File: src/rtl/ise_seq_ctrl.sv
// ---------------------------------------------------------------------------
// ise_seq_ctrl - central sequencer of the image sorting engine datapath.
//
// Counts incoming pixels per image and gates the pixel/strength accumulators.
// At the end of every image it launches the divider and commits the quotient
// to the sort register bank. After the last image of a set it starts the
// sorter, then streams the sorted results out with out_valid.
//
// Handshake semantics (one place, applies to every port below):
//   * A pixel is transferred in a cycle where in_valid=1 and busy=0 while the
//     sequencer is IDLE or ACCUM; acc_en reports exactly that transfer.
//   * busy is the only back-pressure; in_valid seen while busy=1 is ignored.
//   * div_done / sort_done are 1-cycle pulses, honoured only in DIV_WAIT /
//     SORT_WAIT and only when the matching start pulse is not on the wire.
//   * All outputs except acc_en are registered; all pulses are 1 cycle wide.
//
// Ports:
//   clk            in   system clock, rising edge
//   reset          in   asynchronous active-low reset
//   in_valid       in   pixel / image_in_index valid this cycle
//   image_in_index in   [4:0] image the current pixel belongs to
//   div_done       in   divider result valid pulse
//   sort_done      in   sorter finished pulse
//   busy           out  registered back-pressure to the pixel source
//   acc_en         out  combinational, pixel accepted this cycle
//   acc_clr        out  pulse clearing the pixel/strength accumulators
//   div_start      out  pulse launching the divider
//   sr_wr_en       out  pulse writing the quotient into the sort bank
//   sr_wr_idx      out  [4:0] sort bank slot (index of image's first pixel)
//   sort_start     out  pulse launching the sorter
//   rd_addr        out  sorted-result read address
//   out_valid      out  sorted result present on the datapath outputs
//   state_dbg      out  [2:0] current FSM state (debug observation)
// ---------------------------------------------------------------------------
module ise_seq_ctrl #(
    parameter int PIX_PER_IMG = 4096,
    parameter int NUM_IMG     = 32,
    localparam int PIX_W      = (PIX_PER_IMG > 1) ? $clog2(PIX_PER_IMG) : 1,
    localparam int IMG_W      = (NUM_IMG > 1) ? $clog2(NUM_IMG) : 1
) (
    input  logic             clk,
    input  logic             reset,
    input  logic             in_valid,
    input  logic [4:0]       image_in_index,
    input  logic             div_done,
    input  logic             sort_done,
    output logic             busy,
    output logic             acc_en,
    output logic             acc_clr,
    output logic             div_start,
    output logic             sr_wr_en,
    output logic [4:0]       sr_wr_idx,
    output logic             sort_start,
    output logic [IMG_W-1:0] rd_addr,
    output logic             out_valid,
    output logic [2:0]       state_dbg
);

    typedef enum logic [2:0] {
        IDLE      = 3'd0,
        ACCUM     = 3'd1,
        DIV_WAIT  = 3'd2,
        STORE     = 3'd3,
        SORT_WAIT = 3'd4,
        OUT       = 3'd5
    } state_t;

    localparam logic [PIX_W-1:0] PIX_LAST = PIX_W'(PIX_PER_IMG - 1);
    localparam logic [IMG_W-1:0] IMG_LAST = IMG_W'(NUM_IMG - 1);

    state_t             state_q,      state_d;
    logic [PIX_W-1:0]   pix_cnt_q,    pix_cnt_d;
    logic [IMG_W-1:0]   img_cnt_q,    img_cnt_d;
    logic [IMG_W-1:0]   rd_addr_q,    rd_addr_d;
    // High while rd_addr still points at an unread result; low for the one
    // drain cycle in OUT where the last result is being presented.
    logic               rd_active_q,  rd_active_d;
    logic               busy_q,       busy_d;
    logic               acc_clr_q,    acc_clr_d;
    logic               div_start_q,  div_start_d;
    logic               sr_wr_en_q,   sr_wr_en_d;
    logic [4:0]         sr_wr_idx_q,  sr_wr_idx_d;
    logic               sort_start_q, sort_start_d;
    logic               out_valid_q,  out_valid_d;
    logic               acc_en_c;

    assign acc_en_c = in_valid && !busy_q && (state_q == IDLE || state_q == ACCUM);

    always_ff @(posedge clk or negedge reset) begin
        if (!reset) begin
            state_q      <= IDLE;
            pix_cnt_q    <= '0;
            img_cnt_q    <= '0;
            rd_addr_q    <= '0;
            rd_active_q  <= 1'b0;
            busy_q       <= 1'b0;
            acc_clr_q    <= 1'b0;
            div_start_q  <= 1'b0;
            sr_wr_en_q   <= 1'b0;
            sr_wr_idx_q  <= '0;
            sort_start_q <= 1'b0;
            out_valid_q  <= 1'b0;
        end else begin
            state_q      <= state_d;
            pix_cnt_q    <= pix_cnt_d;
            img_cnt_q    <= img_cnt_d;
            rd_addr_q    <= rd_addr_d;
            rd_active_q  <= rd_active_d;
            busy_q       <= busy_d;
            acc_clr_q    <= acc_clr_d;
            div_start_q  <= div_start_d;
            sr_wr_en_q   <= sr_wr_en_d;
            sr_wr_idx_q  <= sr_wr_idx_d;
            sort_start_q <= sort_start_d;
            out_valid_q  <= out_valid_d;
        end
    end

    always_comb begin
        state_d      = state_q;
        pix_cnt_d    = pix_cnt_q;
        img_cnt_d    = img_cnt_q;
        rd_addr_d    = rd_addr_q;
        rd_active_d  = rd_active_q;
        busy_d       = busy_q;
        sr_wr_idx_d  = sr_wr_idx_q;
        acc_clr_d    = 1'b0;
        div_start_d  = 1'b0;
        sr_wr_en_d   = 1'b0;
        sort_start_d = 1'b0;
        out_valid_d  = 1'b0;

        unique case (state_q)
            IDLE: begin
                if (acc_en_c) begin
                    // The image index is captured on the first pixel only.
                    sr_wr_idx_d = image_in_index;
                    if (PIX_PER_IMG == 1) begin
                        state_d     = DIV_WAIT;
                        busy_d      = 1'b1;
                        div_start_d = 1'b1;
                        pix_cnt_d   = '0;
                    end else begin
                        state_d   = ACCUM;
                        pix_cnt_d = PIX_W'(1);
                    end
                end
            end
            ACCUM: begin
                if (acc_en_c) begin
                    if (pix_cnt_q == PIX_LAST) begin
                        state_d     = DIV_WAIT;
                        busy_d      = 1'b1;
                        div_start_d = 1'b1;
                        pix_cnt_d   = '0;
                    end else begin
                        pix_cnt_d = pix_cnt_q + PIX_W'(1);
                    end
                end
            end
            DIV_WAIT: begin
                // A div_done landing on the div_start cycle belongs to an
                // earlier operation and is dropped.
                if (div_done && !div_start_q) begin
                    state_d    = STORE;
                    sr_wr_en_d = 1'b1;
                    acc_clr_d  = 1'b1;
                end
            end
            STORE: begin
                if (img_cnt_q == IMG_LAST) begin
                    state_d      = SORT_WAIT;
                    img_cnt_d    = '0;
                    sort_start_d = 1'b1;
                end else begin
                    state_d   = IDLE;
                    img_cnt_d = img_cnt_q + IMG_W'(1);
                    busy_d    = 1'b0;
                end
            end
            SORT_WAIT: begin
                if (sort_done && !sort_start_q) begin
                    state_d     = OUT;
                    rd_addr_d   = '0;
                    rd_active_d = 1'b1;
                end
            end
            OUT: begin
                // out_valid trails rd_addr by the one-cycle read latency, so
                // OUT lasts NUM_IMG address cycles plus one drain cycle.
                if (rd_active_q) begin
                    out_valid_d = 1'b1;
                    if (rd_addr_q == IMG_LAST) begin
                        rd_active_d = 1'b0;
                    end else begin
                        rd_addr_d = rd_addr_q + IMG_W'(1);
                    end
                end else begin
                    state_d   = IDLE;
                    busy_d    = 1'b0;
                    rd_addr_d = '0;
                end
            end
            default: begin
                state_d = IDLE;
            end
        endcase
    end

    assign busy       = busy_q;
    assign acc_en     = acc_en_c;
    assign acc_clr    = acc_clr_q;
    assign div_start  = div_start_q;
    assign sr_wr_en   = sr_wr_en_q;
    assign sr_wr_idx  = sr_wr_idx_q;
    assign sort_start = sort_start_q;
    assign rd_addr    = rd_addr_q;
    assign out_valid  = out_valid_q;
    assign state_dbg  = state_q;

endmodule

File: config.mk
export PLATFORM = sky130hd
export DESIGN_NAME = ise_seq_ctrl
export DESIGN_NICKNAME = d
export VERILOG_FILES = /design/src/rtl/ise_seq_ctrl.sv
export SDC_FILE = /design/constraint.sdc
export NUM_CORES = 1
export LEC_CHECK = 0
export BUFFER_PORTS_ARGS = -buffer_cell sky130_fd_sc_hd__buf_4
export CORE_MARGIN = 2
export CORE_UTILIZATION = 40
export DETAILED_ROUTE_END_ITERATION = 10
export PLACE_DENSITY = 0.58
export SETUP_SLACK_MARGIN = 0.15
export SLEW_MARGIN = 10
export SYNTH_ARGS = -nofsm -noshare
export SYNTH_HDL_FRONTEND = slang
export SYNTH_SLANG_ARGS = --single-unit
File: constraint.sdc
create_clock -name clk -period 2.5 [get_ports clk]
set_input_delay 0.125 -clock clk [delete_from_list [all_inputs] [get_ports clk]]
set_output_delay 0.125 -clock clk [all_outputs]
set_load 0.005 [all_outputs]
# Word level (Yosys, flattened, before mapping)
# Cells that the tools add are included.
# W data, S select, Z words.
# word_totals
register_bits	36
input_bits	10
output_inout_bits	20
elab_cells	83
# classes
addsub	3
n_eq_ne	16
muxes	35
n_reduce_logical	18
# ops
op	n
$mux W12	3
$pmux W12 S2	1
$mux W3	7
$mux W5	4
$pmux W3 S6	1
$mux W1	16
$add A12 B1 Y12 const B	1
$eq A12 B12 Y1 const B	1
$ne A2 B2 Y1 const B	6
$add A5 B1 Y5 const B	2
$eq A5 B5 Y1 const B	2
$pmux W5 S2	1
$eq A3 B2 Y1 const B	2
$eq A3 B3 Y1 const B	2
$reduce_and A3 Y1	2
$reduce_and A6 Y1	1
$reduce_and A5 Y1	1
$logic_and A1 B1 Y1	4
$reduce_and A2 Y1	2
$reduce_bool A2 Y1	2
$eq A3 B1 Y1 const B	1
$logic_not A1 Y1	3
$logic_not A3 Y1	1
$ne A3 B3 Y1 const B	1
other kinds (5)	5

# Longest topological paths before layout
# Gate-level depths: netlist (run 1).
# depth
ltp_word	5
depth_mapped	7
ltp_nobuf	7

# Worst setup path after synthesis (run 1)
# OpenSTA, ideal clock, no wires.
# synth_timing
kind	reg-to-reg
startpoint	reg rd_addr_q[0], in the netlist rd_addr[0]
endpoint	reg rd_addr_q[3], in the netlist rd_addr[3]
setup_ps	77
arrival_time_ps	1840
required_ps	2423
setup_slack_ps	583
path_stages_with_launch	8
n_path_buf	0
period_less_slack_ps	1917
path_cell_list	dfrtp_1 ha_1 and3_1 ha_1 a21boi_0 o21ai_1 or3_1 a21oi_1
# synth_via
elab_chain_len	4
word_cells_on_any_way	7
cone_classes	add/sub: 1; eq/ne: 2; mux: 3; reduce/logical: 1
# synth_lines
element	line	text
from (decl)	74	logic [IMG_W-1:0] rd_addr_q, rd_addr_d;
from (signal assigned)	107	rd_addr_q <= rd_addr_d;
$add A5 B1 Y5	196	rd_addr_d = rd_addr_q + IMG_W'(1);
$mux W5	193	if (rd_addr_q == IMG_LAST) begin
$mux W5	191	if (rd_active_q) begin
$pmux W5 S2	133	unique case (state_q)
# Parallel ways exist; a longest one is shown, timed or not. The select of a mux whose other input is x is not followed.
# A chain may end at the register's enable or synchronous reset.

# Final worst setup path (run 1)
# Ends and elaborated chain as after synthesis.

==> results of run 1 <==
-- power groups by stage --
stage | Clock [mW] | Sequential (mW) | Combinational [mW]
2_1_floorplan | 0 | 0.778 | 0.306
6_report | 0.450 | 0.811 | 0.458
3_3_place_gp | 0 | 0.814 | 0.443
4_1_cts | 0.464 | 0.809 | 0.461
3_5_place_dp | 0 | 0.820 | 0.459
5_1_grt | 0.487 | 0.831 | 0.512
-- layer usage --
layer | vias to the layer above | GRT usage
li1 | 749 | -
met1 | 747 | 0.2063
met2 | 36 | 0.3004
met3 | 5 | 0.03797
met4 | 0 | 0.07338
met5 | - | 0
-- kinds of logic after synthesis --
family / Yosys count / synth area share
adder cells (fa/ha/maj): 5 / 0.03404
AO/OA/AOI/OAI: 45 / 0.1607
AND/OR/NAND/NOR: 76 / 0.2192
XOR/XNOR: 2 / 0.009532
buffers and inverters: 11 / 0.02586
multiplexers: 10 / 0.06059
flip-flops: 36 / 0.4901
-- final timing paths --
| path | end | cells after the start | start |
|---|---|---|---|
| max reg2reg | rd_addr[3]$_DFFE_PN0P_ | 7 | rd_addr[0]$_DFFE_PN0P_ |
| min in group asynchronous | state_dbg[2]$_DFFE_PN0P_ | 2 | reset |
| max | rd_addr[3]$_DFFE_PN0P_ | 7 | rd_addr[0]$_DFFE_PN0P_ |
| min | sr_wr_idx[0]$_DFFE_PN0P_ | 2 | image_in_index[0] |
| max in group asynchronous | sr_wr_idx[1]$_DFFE_PN0P_ | 2 | reset |
| min reg2reg | sr_wr_en$_DFF_PN0_ | 1 | div_start$_DFF_PN0_ |
-- cells in the final DEF, fill, tap and decap left out, types with 2 or more instances in the layout --
master    instances
or3_1             2
nor3_1            5
ha_1              5
nor2_1           12
nand3_1           7
and3_1            3
o21ai_0          15
nand2_1          20
buf_4            32
nor4b_1           2
o22ai_1           2
clkbuf_8          7
mux2_2            9
dfrtp_1          36
inv_1             2
nor2b_1           4
nand2b_1          3
o22a_1            2
o211ai_1          4
a21o_1            5
a21oi_1           4
a22o_1            2
nand4_1           4
nor4_1            6
nor3b_1           2
o21a_1            4
-- final cells by class --
class	instances	area (um^2)	share of cell area
Clock buffer	7	96.34	0.04353
Sequential cell	36	900.9	0.4070
Tap cell	52	65.06	0.02940
Timing Repair Buffer	33	250.2	0.1131
Multi-Input combinational cell	138	889.6	0.4019
Inverter	3	11.26	0.005088
-- repair_timing --
item / 4_1_cts / 5_1_grt
hold buffers: 1 / 0
endpoints found under the hold margin: 36 / 0
setup buffers: 0 / 0
-- stage by stage --
stage / util / hold slack (ns) / instances
after floorplan: - / -0.1706 / 185
after global placement: 0.4806 / 0.1124 / 261
after detailed placement: 0.4806 / 0.1163 / 261
after CTS: 0.5049 / 0.06804 / 269
after global routing: 0.5049 / 0.06788 / 269
final: 0.5049 / 0.07551 / 269
-- registers in the layout, summed over array words and instances, names as in the netlist --
| signal | count |
|---|---|
| busy | 1 |
| div_start | 1 |
| img_cnt_q | 5 |
| out_valid | 1 |
| pix_cnt_q | 12 |
| rd_active_q | 1 |
| rd_addr | 5 |
| sort_start | 1 |
| sr_wr_en | 1 |
| sr_wr_idx | 5 |
| state_dbg | 3 |
==> flow_summary.ini, run 1 <==
[routing]
wl_per_cell_um = 15.10
avgViaCountPerCell = 5.714
dr.pass1.iters = 5
wl_um = 4063
dr_wl_met3_um = 189
wl_met2_um = 1968
ant_nets = 0
m1WireLength_um = 1841
highest_layer = met4
dr.first_iter.drc_count = 81
num_vias = 1537
drc = 0

[critical_path]
path_buf_inv = 0
end_kind = flop
cp_cell_sequence = ha_1 > and3_1 > ha_1 > a21boi_0 > o21ai_1 > or3_1 > a21oi_1
worstPathRequired_ns = 2.71
startpoint_type = flop
criticalPathCategory = reg2reg
cpMaxStageDelayCell = dfrtp_1
critical_path.max_stage_delay_ns = 0.42
ff2ff_setup_slack_ns = 0.39
path_common_cell = ha_1
crit_arrival_ns = 2.32
cp_max_fo = 8
path_delay_family = compound AO/OA/AOI/OAI gates

[run_status]
status = finished clean

[layout]
syn_to_final_growth_pct = 20.42
nets = 232
design_area_um2 = 2213
final_layout_size_suffix_gt1_frac = 0.2258
diodes = 0
fillCellCount = 417

[placement]
pre_cts_slack_ns = 0.4097
io_buffer_count = 29
place_congestion = 0.7964
hpwl_um = 2879
postPlaceCellArea_um2 = 2107

[pwr]
pwr-share-seq = 0.472
power_density_nw_per_um2 = 776.3
combPwrFrac = 0.267
intPower_mw = 1.176
p_switching_uw = 542.2
switching_share = 0.3155
p_total_mw = 1.718
clockPowerShare = 0.262
ir_worst_vdd_uv = 337.8
p_leak_nw = 1.013

[timing]
finalCritPeriodShare = 0.8452
fin_skew_ns = 0.002661
finalCriticalPeriod_ns = 2.113
fmax_mhz = 473.2
worst_slew_pin_slew_ns = 0.6329
slew_headroom = 0.5757
rsz0062_at_grt = no
setup_violations = 0
tns_ns = 0
hold_viol = 0
setup_slack_ns = 0.3869
maxSlewViolCount = 0

[synth]
yosysMostFrequentCell = dfrtp_1
synth_seq_cells = 36
synth_flop_cell = dfrtp_1
ys_seq_area_frac = 0.4901
yosys_warnings = 0
netlist_top_cells_area = dfrtp_1, mux2_2, nand2_1, o21ai_0, ha_1
yosys.area.top_type = dfrtp_1
netlist_area_um2 = 1838
netlist.area_leader.share = 0.4901
synth-edff-count = 0
synth_cells = 185
synth_nets = 200
async_flop_share = 1.000
syn_avg_cell_area_um2 = 9.935
synth_common_cells = dfrtp_1, nand2_1, o21ai_0, nor2_1, mux2_2
synth_cell_type_count = 45

[clock_network]
clk_pin_slew_ns = 0.07
root_buffer = clkbuf_8
cts_inserted_buffers = 5
clock-sinks = 36
htree_levels = 2
cts.path.max_buffers = 2
post_cts_resized = 0
clkLatencyLatePin_ns = 0.28
cts_tree = built

[floorplan]
fp.dieW_um = 71.79
die_h_um = 71.79
rows = 24
start_util = 0.4192
dieArea_um2 = 5153
ios = 30
core_um2 = 4384

[grt]
antenna_found_initial = 0
grt_use_total = 0.1731
grt_max_degree = 37
grt_first_pass_wirelength_um = 7024
grt_pass1_vias = 1554
grt_overflow = 0

[job]
drv_cap = 0

[worst_hold_path]
hp-class = in2reg
Note: power is estimated with default switching activity, not from simulation.
==> inputs of run 2 (changes only) <==
ABC_AREA = 1   (was default)
PLACE_DENSITY = 0.6   (was 0.58)
clock period = 1.85 ns   (was 2.5 ns; I/O delays follow)
==> run 2 against run 1 <==
  * Clock power grew 17%
  * Critical path depth grew 2
  * Global-route usage shrank 1.7 points
  * Combinational power grew 100%
  * Final cell count grew 26%
  * First-iteration DRC count shrank 6.2%
  * Sequential power grew 34%
  * Clock-buffer cell count shrank 1
  * Register-to-register slack lost 0.11 ns
  * Routed wire length shrank 4.9%
  * Critical path type unchanged
==> flow_summary.ini, run 2 <==
[routing]
wl_um = 3862
num_vias = 1634
ant_nets = 0
drc = 0
wl_per_cell_um = 11.43
dr.first_iter.drc_count = 76
avgViaCountPerCell = 4.834
dr.pass1.iters = 4

[critical_path]
worstPathRequired_ns = 2.03
crit_start = rd_addr[0]$_DFFE_PN0P_
end_kind = flop
ff2ff_setup_slack_ns = 0.28
crit_path_end = rd_addr[3]$_DFFE_PN0P_
crit_arrival_ns = 1.75
criticalPathCategory = reg2reg
cp_max_fo = 5
r2r-start = rd_addr[0]$_DFFE_PN0P_
r2r-end = rd_addr[3]$_DFFE_PN0P_
r2r_cells = 9
startpoint_type = flop

[floorplan]
die_h_um = 72.86
start_util = 0.4070
dieArea_um2 = 5309
rows = 25
ios = 30
core_um2 = 4661
fp.dieW_um = 72.86

[clock_network]
clock-sinks = 36
cts_tree = built
cts.path.max_buffers = 2
htree_levels = 2
clkLatencyLatePin_ns = 0.28
postCtsSetupBuffers = 0
cts_inserted_buffers = 5
clk_pin_slew_ns = 0.07
root_buffer = clkbuf_8

[layout]
nets = 299
design_area_um2 = 2286
regMostFlops = pix_cnt_q
final_common_cell = nand2_1
final_layout_size_suffix_gt1_frac = 0.1866
seq_area_um2 = 900.9
largest_reg_flops = 12
fillCellCount = 466
diodes = 0
syn_to_final_growth_pct = 20.51
multi_input_area_um2 = 873.3
mostFrequentLayoutCells = nand2_1, nor2_1, dfrtp_1, buf_4, inv_1

[placement]
place_congestion = 0.8182
io_buffer_count = 29
postPlaceCellArea_um2 = 2185
hpwl_um = 2790
pre_cts_slack_ns = 0.2275

[worst_hold_path]
hp-class = in2reg

[synth]
netlist_top_cells_area = dfrtp_1, nand2_1, nor2_1, nand3_1, inv_1
netlist_area_um2 = 1897
syn_avg_cell_area_um2 = 7.742
synth_flop_cell = dfrtp_1
netlist.area_leader.share = 0.4749
synth_seq_cells = 36
yosysMostFrequentCell = nand2_1
ys_seq_area_frac = 0.4749
synth-edff-count = 0
synth_common_cells = nand2_1, dfrtp_1, nor2_1, inv_1, nand3_1
yosys.area.top_type = dfrtp_1
synth_cell_type_count = 23
synth_cells = 245
yosys_warnings = 0
synth_nets = 260
async_flop_share = 1.000

[grt]
grt_use_total = 0.1565
grt_overflow = 0
grt_first_pass_wirelength_um = 6527
grt_pass1_vias = 1515
antenna_found_initial = 0
grt_max_degree = 37

[pwr]
power_density_nw_per_um2 = 1109
clockPowerShare = 0.207
intPower_mw = 1.584
switching_share = 0.3747
combPwrFrac = 0.363
p_switching_uw = 949.6
pwr-share-seq = 0.429
p_leak_nw = 1.197
ir_worst_vdd_uv = 520.4

[timing]
fin_skew_ns = 0.003785
rsz0062_at_grt = yes
slew_headroom = 0.6895
fmax_mhz = 636.1
worst_slew_pin_slew_ns = 0.4657
finalCritPeriodShare = 0.8497
setup_slack_ns = 0.2780
setup_violations = 0
maxSlewViolCount = 0
tns_ns = 0
finalCriticalPeriod_ns = 1.572
hold_viol = 0

[run_status]
status = finished clean

[job]
drv_cap = 0
[run 2: cell count changes in the layout (fill, tap and decap cells not counted), sizes merged, moves of 3 or more]
cell    delta
nand2     +59
nor2      +28
inv       +25
nand3     +15
mux2       -9
nor4       -6
a21o       -5
xor2       +5
nor2b      -4
nor3       -4
o211ai     -4
o21ai      -4
and3       -3
nand2b     -3
[run 2: how the worst min path moves through the flow]
stage | cells past startpoint | slack [ns] | startpoint | to
2_1_floorplan | 0 | -0.20 | reset | busy$_DFFE_PN0P_
3_3_place_gp | 1 | 0.09 | reset | pix_cnt_q[3]$_DFFE_PN0P_
3_5_place_dp | 1 | 0.09 | reset | pix_cnt_q[4]$_DFFE_PN0P_
4_1_cts | 3 | 0.03 | image_in_index[0] | sr_wr_idx[0]$_DFFE_PN0P_
5_1_grt | 3 | 0.04 | image_in_index[0] | sr_wr_idx[0]$_DFFE_PN0P_
6_report | 3 | 0.03 | image_in_index[0] | sr_wr_idx[0]$_DFFE_PN0P_
[run 2: what timing repair did]
action / CTS / global route
gates resized for setup: 0 / 1
hold buffers: 1 / 0
setup endpoints to repair: 0 / 5
hold endpoints to repair: 36 / 0
[run 2: area by class of cell]
cell class                 instances  area share
tap                               54     0.02956
inverter                          27     0.04433
sequential                        36      0.3941
timing repair buffer              35      0.1160
clock buffer                       6     0.03175
multi-input combinational        179      0.3820
clock inverter                     1    0.002189
[run 2: critical path, cell delays in order (launching register included)]
cell	delay (ns)
dfrtp_1	0.41
ha_1	0.21
nand2_1	0.06
nor2_1	0.10
ha_1	0.18
nand2_1	0.12
o21ai_4	0.22
inv_2	0.05
nand3_1	0.07
nand2_1	0.05
[run 2: metrics by stage]
| step | hold slack (ns) | util | cells | power, mW |
|---|---|---|---|---|
| after floorplan | -0.2031 | - | 245 | 1.695 |
| after global placement | 0.08625 | 0.4687 | 329 | 2.015 |
| after detailed placement | 0.09171 | 0.4687 | 329 | 2.022 |
| after CTS | 0.02687 | 0.4875 | 337 | 2.557 |
| after global routing | 0.03690 | 0.4905 | 338 | 2.741 |
| final | 0.03058 | 0.4905 | 338 | 2.534 |
[run 2: kinds of logic after synthesis]
logic type               after synthesis  synth area share
buffers and inverters                 31           0.07189
XOR/XNOR                               6           0.02770
AND/OR/NAND/NOR                      149            0.3344
AO/OA/AOI/OAI                         18           0.05805
flip-flops                            36            0.4749
adder cells (fa/ha/maj)                5           0.03298
[run 2: metal layers]
| layer | GRT usage | routed length, um |
|---|---|---|
| met1 | 0.2083 | 1854 |
| met3 | 0.04282 | 151 |
| met4 | 0.05144 | 48 |
| met5 | 0 | 0 |
| met2 | 0.2475 | 1808 |
[run 2: power by group through the flow]
stage               Sequential, mW  Combinational (mW)  Clock [mW]
finish                        1.09               0.921       0.525
global route                  1.11                1.05       0.579
CTS                           1.09               0.922       0.545
detailed placement            1.10               0.918           0
global placement              1.10               0.912           0
floorplan                     1.07               0.626           0
==> inputs of run 3 (changes only) <==
PLACE_DENSITY = 0.58   (was 0.6)
clock period = 1.51 ns   (was 1.85 ns; I/O delays follow)
==> run 3 against run 2 <==
  * Clock skew fell by 0.0012 ns
  * Final cell count increased by 8.9%
  * Routed wire length is 18% higher
  * Fmax is 10% higher
  * Core utilization up 11 points
  * Hold slack got worse by 0.020 ns
  * Largest power group is now combinational cells
  * Global-route usage rose by 1.6 points
==> flow_summary.ini, run 3 (synthesis results as in run 2) <==
[timing]
slew_headroom = 0.6950
worst_slew_pin_slew_ns = 0.4575
maxSlewViolCount = 0
hold_viol = 0
finalCritPeriodShare = 0.9426
rsz0062_at_grt = yes
finalCriticalPeriod_ns = 1.423
tns_ns = 0
setup_slack_ns = 0.08673
setup_violations = 0
whs_ns = 0.01098
fin_skew_ns = 0.002599
fmax_mhz = 702.6

[grt]
grt_overflow = 0
grt_use_total = 0.1721
antenna_found_initial = 0
grt_pass1_vias = 1666
grt_first_pass_wirelength_um = 7196
grt_max_degree = 37

[pwr]
switching_share = 0.3563
intPower_mw = 2.588
p_switching_mw = 1.432
combPwrFrac = 0.435
clockPowerShare = 0.230
ir_worst_vdd_uv = 867.5
p_total_mw = 4.021
pwr-share-seq = 0.335
p_leak_nw = 1.391
power_density_nw_per_um2 = 1442

[critical_path]
critical_path.max_stage_delay_ns = 0.36
worstPathRequired_ns = 1.69
path_delay_family = adder cells
cpMaxStageDelayCell = dfrtp_1
path_common_cell = nand2_1
criticalPathCategory = reg2reg
r2r_cells = 9
path_buf_inv = 1
startpoint_type = flop
cp_max_fo = 5
r2r-start = rd_addr[1]$_DFFE_PN0P_
end_kind = flop
r2r-end = rd_addr[0]$_DFFE_PN0P_
cp_cell_sequence = ha_2 > nand2_1 > nor2_1 > ha_2 > nand2_4 > o21ai_4 > inv_2 > nand2_1 > nand2_1
crit_arrival_ns = 1.61
ff2ff_setup_slack_ns = 0.09

[routing]
avgViaCountPerCell = 4.897
num_vias = 1802
ant_nets = 0
drc = 0
wl_per_cell_um = 12.38
wl_um = 4557
dr.first_iter.drc_count = 52
dr.pass1.iters = 4

[floorplan]
fp.dieW_um = 72.86
core_um2 = 4661
start_util = 0.4070
rows = 25
ios = 30
die_h_um = 72.86
dieArea_um2 = 5309

[layout]
largest_reg_flops = 12
layoutNonFillerInstCount = 368
final_common_cell = nand2_1
nets = 328
mostFrequentLayoutCells = nand2_1, buf_4, dfrtp_1, nor2_1, inv_1
fillCellCount = 416
diodes = 0
final_layout_size_suffix_gt1_frac = 0.4108
syn_to_final_growth_pct = 47.03
regMostFlops = pix_cnt_q
design_area_um2 = 2789
utilization = 0.5984

[clock_network]
cts.path.max_buffers = 2
root_buffer = clkbuf_8
cts_tree = built
clkLatencyLatePin_ns = 0.29
cts_inserted_buffers = 5
htree_levels = 2
clock-sinks = 36
clk_pin_slew_ns = 0.07

[job]
drv_cap = 0

[placement]
place_congestion = 0.8650
hpwl_um = 2895
postPlaceCellArea_um2 = 2260
pre_cts_slack_ns = 0.02873
io_buffer_count = 29
dp_cells = 339

[worst_hold_path]
hold_depth = 3
worstHoldStart = image_in_index[4]
hp-class = in2reg
hold-path-endpoint = sr_wr_idx[4]$_DFFE_PN0P_

[run_status]
status = finished clean
run 3: layout make-up:
type / count / area [um^2] / area share
inverters: 27 / 108.9 / 0.03903
repair buffers: 64 / 518.0 / 0.1857
clock inverters: 1 / 30.03 / 0.01077
clock buffers: 7 / 96.34 / 0.03454
well taps: 54 / 67.56 / 0.02423
multi-input cells: 179 / 1064 / 0.3813
flip-flops and latches: 36 / 904.6 / 0.3244
run 3: layer usage:
layer / vias to the layer above / track usage / routed length, um
li1: 913 / - / -
met1: 866 / 0.2210 / 1935
met2: 16 / 0.2879 / 2468
met3: 7 / 0.03867 / 97
met4: 0 / 0.05556 / 55
met5: - / 0 / 0
run 3: worst max path at each step:
| stage | start | end | slack [ns] | depth (start not counted) |
|---|---|---|---|---|
| floorplan | rd_addr[0]$_DFFE_PN0P_ | rd_addr[3]$_DFFE_PN0P_ | 0.08 | 9 |
| global placement | img_cnt_q[0]$_DFFE_PN0P_ | state_dbg[2]$_DFFE_PN0P_ | 0.05 | 10 |
| detailed placement | img_cnt_q[0]$_DFFE_PN0P_ | state_dbg[2]$_DFFE_PN0P_ | 0.03 | 10 |
| CTS | rd_addr[1]$_DFFE_PN0P_ | rd_addr[0]$_DFFE_PN0P_ | 0.04 | 9 |
| global route | rd_addr[1]$_DFFE_PN0P_ | rd_addr[0]$_DFFE_PN0P_ | -0.04 | 9 |
| finish | rd_addr[1]$_DFFE_PN0P_ | rd_addr[0]$_DFFE_PN0P_ | 0.09 | 9 |
run 3: repair_timing:
action	CTS	global route
gates cloned	1	0
resized for setup	23	47
pin swaps	12	20
hold endpoints to repair	36	0
hold buffers	1	0
setup buffers	6	13
setup endpoints to repair	28	30
run 3: power by group through the flow:
stage / Sequential, mW / Clock (mW) / Combinational, mW
floorplan: 1.31 / 0 / 0.768
global route: 1.38 / 0.981 / 1.95
global placement: 1.34 / 0 / 1.23
detailed placement: 1.34 / 0 / 1.22
CTS: 1.32 / 0.948 / 1.37
finish: 1.35 / 0.924 / 1.75
run 3: tightest hold or removal path, delay by kind of cell:
kind | cells | cell delay (ns)
simple gates | 2 | 0.12
buf+inv | 1 | 0.08
